File: src/rtl/brisc_pkg.sv
// Shared types for the memory subsystem.
// Covers the line-sized memory request/response structs and the memory arbiter enums.
package brisc_pkg;

   localparam int ADDR_W          = 32;
   localparam int LINE_W          = 128;
   localparam int MEM_ARB_TIMEOUT = 64;

   typedef struct packed {
      logic              valid;
      logic              rw;
      logic [ADDR_W-1:0] addr;
      logic [LINE_W-1:0] data;
   } mem_req_t;

   typedef struct packed {
      logic              ready;
      logic [ADDR_W-1:0] addr;
      logic [LINE_W-1:0] data;
   } mem_resp_t;

   typedef enum logic {
      ARB_IDLE = 1'b0,
      ARB_BUSY = 1'b1
   } arb_state_e;

   typedef enum logic {
      PORT_ICACHE = 1'b0,
      PORT_DCACHE = 1'b1
   } arb_port_e;

endpackage

File: src/rtl/rr_picker2.sv
// Two-way round-robin pick.
// On a tie, the port that did not win last time is chosen.
module rr_picker2
   import brisc_pkg::*;
(
   input  logic [1:0] valid,
   input  arb_port_e  last,
   output logic       any,
   output arb_port_e  winner
);

   always_comb begin
      any = |valid;
      case (valid)
         2'b11:   winner = (last == PORT_ICACHE) ? PORT_DCACHE : PORT_ICACHE;
         2'b10:   winner = PORT_DCACHE;
         default: winner = PORT_ICACHE;
      endcase
   end

endmodule

File: src/rtl/mem_arbiter.sv
// Round-robin arbiter that gives the icache and dcache shared use of one memory port.
// It registers the granted request, steers the reply back to its owner, and raises a sticky watchdog flag.
module mem_arbiter
   import brisc_pkg::*;
#(
   parameter int TIMEOUT_CYCLES = MEM_ARB_TIMEOUT
)
(
   input  logic      clk,
   input  logic      rst_n,
   input  mem_req_t  icache_req_i,
   input  mem_req_t  dcache_req_i,
   output mem_resp_t icache_resp_o,
   output mem_resp_t dcache_resp_o,
   output mem_req_t  mem_req_o,
   input  mem_resp_t mem_resp_i,
   output logic      busy_o,
   output logic      grant_o,
   output logic      timeout_o
);

   localparam int WD_W = $clog2(TIMEOUT_CYCLES + 1);
   localparam logic [WD_W-1:0] WD_LAST = WD_W'(TIMEOUT_CYCLES - 1);
   localparam logic [WD_W-1:0] WD_MAX  = WD_W'(TIMEOUT_CYCLES);

   arb_state_e      state_q, state_d;
   mem_req_t        req_q, req_d;
   arb_port_e       grant_q, grant_d;
   arb_port_e       last_q, last_d;
   logic [WD_W-1:0] wd_cnt_q, wd_cnt_d;
   logic            timeout_q, timeout_d;

   logic [1:0]      req_valid;
   logic            pick_any;
   arb_port_e       pick_winner;

   assign req_valid = {dcache_req_i.valid, icache_req_i.valid};

   rr_picker2 u_picker (
      .valid  (req_valid),
      .last   (last_q),
      .any    (pick_any),
      .winner (pick_winner)
   );

   always_comb begin
      state_d   = state_q;
      req_d     = req_q;
      grant_d   = grant_q;
      last_d    = last_q;
      wd_cnt_d  = wd_cnt_q;
      timeout_d = timeout_q;
      case (state_q)
         ARB_IDLE: begin
            if (pick_any) begin
               req_d       = (pick_winner == PORT_DCACHE) ? dcache_req_i : icache_req_i;
               req_d.valid = 1'b1;
               grant_d     = pick_winner;
               last_d      = pick_winner;
               wd_cnt_d    = '0;
               state_d     = ARB_BUSY;
            end
         end
         ARB_BUSY: begin
            // A ready in the limit cycle completes the transaction without flagging a timeout.
            if (mem_resp_i.ready) begin
               req_d.valid = 1'b0;
               state_d     = ARB_IDLE;
            end else begin
               if (wd_cnt_q >= WD_LAST) begin
                  timeout_d = 1'b1;
               end
               if (wd_cnt_q != WD_MAX) begin
                  wd_cnt_d = wd_cnt_q + 1'b1;
               end
            end
         end
         default: state_d = ARB_IDLE;
      endcase
   end

   always_ff @(posedge clk or negedge rst_n) begin
      if (!rst_n) begin
         state_q   <= ARB_IDLE;
         req_q     <= '0;
         grant_q   <= PORT_ICACHE;
         last_q    <= PORT_DCACHE;
         wd_cnt_q  <= '0;
         timeout_q <= 1'b0;
      end else begin
         state_q   <= state_d;
         req_q     <= req_d;
         grant_q   <= grant_d;
         last_q    <= last_d;
         wd_cnt_q  <= wd_cnt_d;
         timeout_q <= timeout_d;
      end
   end

   assign mem_req_o = req_q;
   assign busy_o    = (state_q == ARB_BUSY);
   assign grant_o   = grant_q;
   assign timeout_o = timeout_q;

   // Only the owner of an outstanding transaction sees the reply; idle noise is masked.
   always_comb begin
      icache_resp_o = '0;
      dcache_resp_o = '0;
      if (state_q == ARB_BUSY) begin
         if (grant_q == PORT_DCACHE) begin
            dcache_resp_o = mem_resp_i;
         end else begin
            icache_resp_o = mem_resp_i;
         end
      end
   end

endmodule

File: config.mk
export PLATFORM = sky130hd
export DESIGN_NAME = mem_arbiter
export DESIGN_NICKNAME = d
export VERILOG_FILES = /design/src/rtl/brisc_pkg.sv /design/src/rtl/rr_picker2.sv /design/src/rtl/mem_arbiter.sv
export SDC_FILE = /design/constraint.sdc
export NUM_CORES = 1
export LEC_CHECK = 0
export ABC_AREA = 0
export CAP_MARGIN = 0
export CORE_AREA = 2 2 383 385
export CTS_CLUSTER_SIZE = 25
export DETAILED_ROUTE_END_ITERATION = 10
export DIE_AREA = 0 0 385 387
export MAX_ROUTING_LAYER = met4
export SETUP_SLACK_MARGIN = 0.5
export SYNTH_ARGS = -nofsm -noshare
export SYNTH_HDL_FRONTEND = slang
export SYNTH_SLANG_ARGS = --single-unit
File: constraint.sdc
create_clock -name clk -period 4.75 [get_ports clk]
set_clock_uncertainty 0.2 [all_clocks]
set_input_delay 0.95 -clock clk [delete_from_list [all_inputs] [get_ports clk]]
set_output_delay 0.95 -clock clk [all_outputs]
set_load 0.01 [all_outputs]
* Yosys cells after proc, flatten, opt, wreduce, memory -nomap -nowiden
Cells that the tools add are included.
Storage, ports and cells: bits of input ports 487, output and inout bits 487, register bits 173, logic and storage cells 42
Cells by class: order comparisons 1, equality and inequality tests 7, add/subtract/negate cells 1, bitwise operators 2, mux-type cells 17, reductions and logical operators 5
Operator list (count):
- 2-to-1 mux 161 bit | 5
- 2-to-1 mux 162 bit | 1
- 2-to-1 mux 7 bit | 3
- one-hot mux 7 bit (2 select lines) | 1
- adder 7 x 1 -> 7 bit (second input constant) | 1
- greater-or-equal comparator 7 x 6 -> 1 bit (second input constant) | 1
- != test 7 bit (second input constant) | 1
- != test 2 bit (second input constant) | 3
- one-hot mux 1 bit (2 select lines) | 3
- AND reduction 3 bit | 2
- equality test 2 bit (second input constant) | 2
- 2-to-1 mux 1 bit | 4
- AND reduction 2 bit | 2
- != test 2 x 1 -> 1 bit (second input constant) | 1
- NOT 1 bit | 2
- OR reduction 2 bit | 1

* Longest topological paths before layout
word-level depth 5, gate-level depth with buffers 6

* Hierarchy
Synthesis repeated with hierarchy kept, for this count alone.
Unflattened totals: cell total of the unflattened synthesis 1140, area, all modules 10192.3 sq um
By module, submodules not included:
- mem_arbiter | sequential area each 4330.4 sq um, times used 1, area each 10178.5 sq um, cells each 1138
- rr_picker2 | sequential area each 0.0 sq um, times used 1, area each 13.8 sq um, cells each 2

* Worst setup path before layout
OpenSTA, ideal clock, no wires.
kind flip-flop to output port, from reg grant_q, in the netlist grant_o, to out icache_resp_o[0] in the netlist's numbering, required time 3600 ps, setup slack 2207 ps, data arrival time 1393 ps, path buffers 3, stages on the path, launching flop included 6, path through dfrtp_1 > clkbuf_1 > nor2_2 > buf_2 > clkbuf_1 > and2_1
RTL lines:
- start: declaration | line mem_arbiter.sv:28 | arb_port_e grant_q, grant_d;
- start signal: assignment | line mem_arbiter.sv:93 | grant_q <= grant_d;
- end: declaration | line mem_arbiter.sv:13 | output mem_resp_t icache_resp_o,

==> out/metrics.cfg <==
[run_status]
status = finished, final reports clean

[pwr]
fin_total_pwr_mw = 10.4
ir_drop_v = 0.000228
power_leakage_nw = 9.22
power_density_nw_per_um2 = 452

[synthesis]
synth_top_area_cell = dfrtp_1
ys_warn_count = 0
synth-edff-count = 0
synthArstFlopShare = 1.00
synth_ff_type = dfrtp_1
synth_fp_nets = 1628
avgSynthCellArea_sq_um = 8.97
synth.area.top_cells = dfrtp_1 42%, mux2i_1 16%, and2_1 9.9%, and3_1 9.9%, nand2_1 6.1%
synth_common_cells = 172 x dfrtp_1, 166 x nand2_1, 162 x mux2i_1
synth.most_common_cell = dfrtp_1
synth.yosys.seq_area_share = 0.424
synth_cells = 1139
synth_top_area_frac = 0.421
ys_ff_latch = 173
synth_cell_types = 34
syn-cell-area_sq_um = 10200

[setup_path]
worstPathMaxFanout = 73
path_class = flip-flop to output port
startpoint = grant_o
arrival_ps = 2810
r2r_start = last_q
cp.required_ps = 3600
reg2regPathDepth = 5
startpoint_type = flip-flop
crit_end = icache_resp_o[68]
worstSetupEndpointType = output port
ff2ff_setup_slack_ps = 2150
reg2reg_to = mem_req_o[84]

[placement]
place_inst = 3946
place_ws_ps = 819
portBuffers = 973
post_dp_cell_area_sq_um = 22400
hpwl_um = 101000
place_congestion = 0.885

[floorplan]
die_h_um = 387
die_area_sq_um = 149000
num_rows = 140
initial_core_util = 0.0705
pin_count = 974
fp.dieW_um = 385
core_sq_um = 145000

[finish]
syn2layout_area_growth_pct = 126
layoutNonFillerInstCount = 3992
post-route-util = 0.159
layout-drive-gt1-share = 0.0461
nNetsFinal = 2538
fin_area_sq_um = 23100

[sta]
hold_ws_ps = 167
slew_viol_final = 0
final_hold_viol_count = 0
slew_headroom = 0.228
tightest_slew_ps = 1160
fmax_ghz = 0.252
fin_ws_ps = 787
min_period_over_period = 0.834
finalCriticalPeriod_ps = 3960
rsz0062_at_grt = false
setup_viol = 0
tns_ps = 0

[drt]
wire_per_inst_um = 28.3
avgViaCountPerCell = 3.12
drtIter0Drc = 748
vias = 12466
ant_nets = 0
wirelength_um = 113000
drt_pass1_iterations = 5
drc_errors = 0

[global_route]
antenna_found_initial = 83
grtUsageTotal = 0.150
grt_pass1_vias = 12070
grt_max_degree = 167
overflow = 0
grt_pass1_wl_um = 138000

[cts]
cts_htree_levels = 4
clockBufferDepth = 2
cts_tree = built
clkTransAtPathRegs_ps = 80
clk_latency_ps = 500
holdBufCountCts = 0
root_buffer = clkbuf_16
cts_buffers = 17
clock-sinks = 173

[flow_run]
drv_cap = 0

[worst_hold_path]
hold_path_class = primary input to asynchronous set/reset pin

## metal layers
layer | wire [um] | share of wire | vias up | track usage
met3 | 6540 | 0.058 | 177 | 0.0296
met1 | 42600 | 0.38 | 5840 | 0.161
met4 | 2970 | 0.026 | 0 | 0.0390
met2 | 60800 | 0.54 | 716 | 0.279
met5 | 0 | 0 | - | -
li1 | - | - | 5733 | -
## cells in the final DEF, fill, tap and decap left out, types with 6 or more instances in the layout
cell and instances:
nor2_1 6, buf_4 21, dfrtp_1 170, diode_2 13
nand2_1 166, clkdlybuf4s50_1 943, and2_1 161, buf_12 33
and3_1 161, inv_1 6, clkbuf_16 17, mux2i_1 162
o21ai_0 86, o21ai_1 79
## final cells by class
cell class              instances  area [sq um]
fillers                     16363        122000
repair buffers                999         10300
multi-input cells             852          5360
flip-flops and latches        173          4340
well taps                    1917          2400
clock buffers                  17           425
clock inverters                15           220
diodes                         13          32.5
inverters                       6          22.5
## sequential cells by signal (all words and copies together) (netlist names)
register / count
busy_o: 1
timeout_o: 1
mem_req_o: 162
grant_o: 1
last_q: 1
wd_cnt_q: 7
## report_power, final
part	internal (mW)	total (mW)	switching [mW]	leakage [nW]
combinational	2.98	6.39	3.41	6.78
sequential	2.04	2.44	0.390	2.13
clock	0.819	1.61	0.793	0.316
total	5.84	10.4	4.59	9.22
## kinds of logic (layout without fill, tap and decap cells)
family          Yosys count  after routing  share of synthesized area
xor+xnor                  1              1                   0.000857
flops                   173            173                      0.424
other cells               0             13                          0
simple gates            505            505                      0.267
fa+ha+maj                 2              2                    0.00245
compound gates          181            181                     0.0925
mux                     163            163                      0.160
buf+inv                 114           1037                     0.0540
## critical path: stages, from the launching register on
cell and delay [ps]:
dfrtp_4 710, nor2_4 230, clkbuf_8 410, and2_1 310, clkdlybuf4s50_1 630
## how the worst min path moves through the flow
stage | startpoint | to | slack (ps) | depth (start not counted)
final | rst_n | mem_req_o[59] | 170 | 1
after detailed placement | mem_req_o[141] | mem_req_o[141] | 270 | 2
after floorplan | last_q | last_q | 300 | 2
after global routing | rst_n | mem_req_o[59] | 160 | 1
after CTS | rst_n | mem_req_o[59] | 130 | 1
after global placement | timeout_o | timeout_o | 270 | 1
## repair_timing
item                                    CTS  global route
resized for setup                         1             1
endpoints found under the hold margin     0             0
endpoints found under the setup margin   11             7
buffers inserted                          0             1
(Power assumes the default switching activity.)
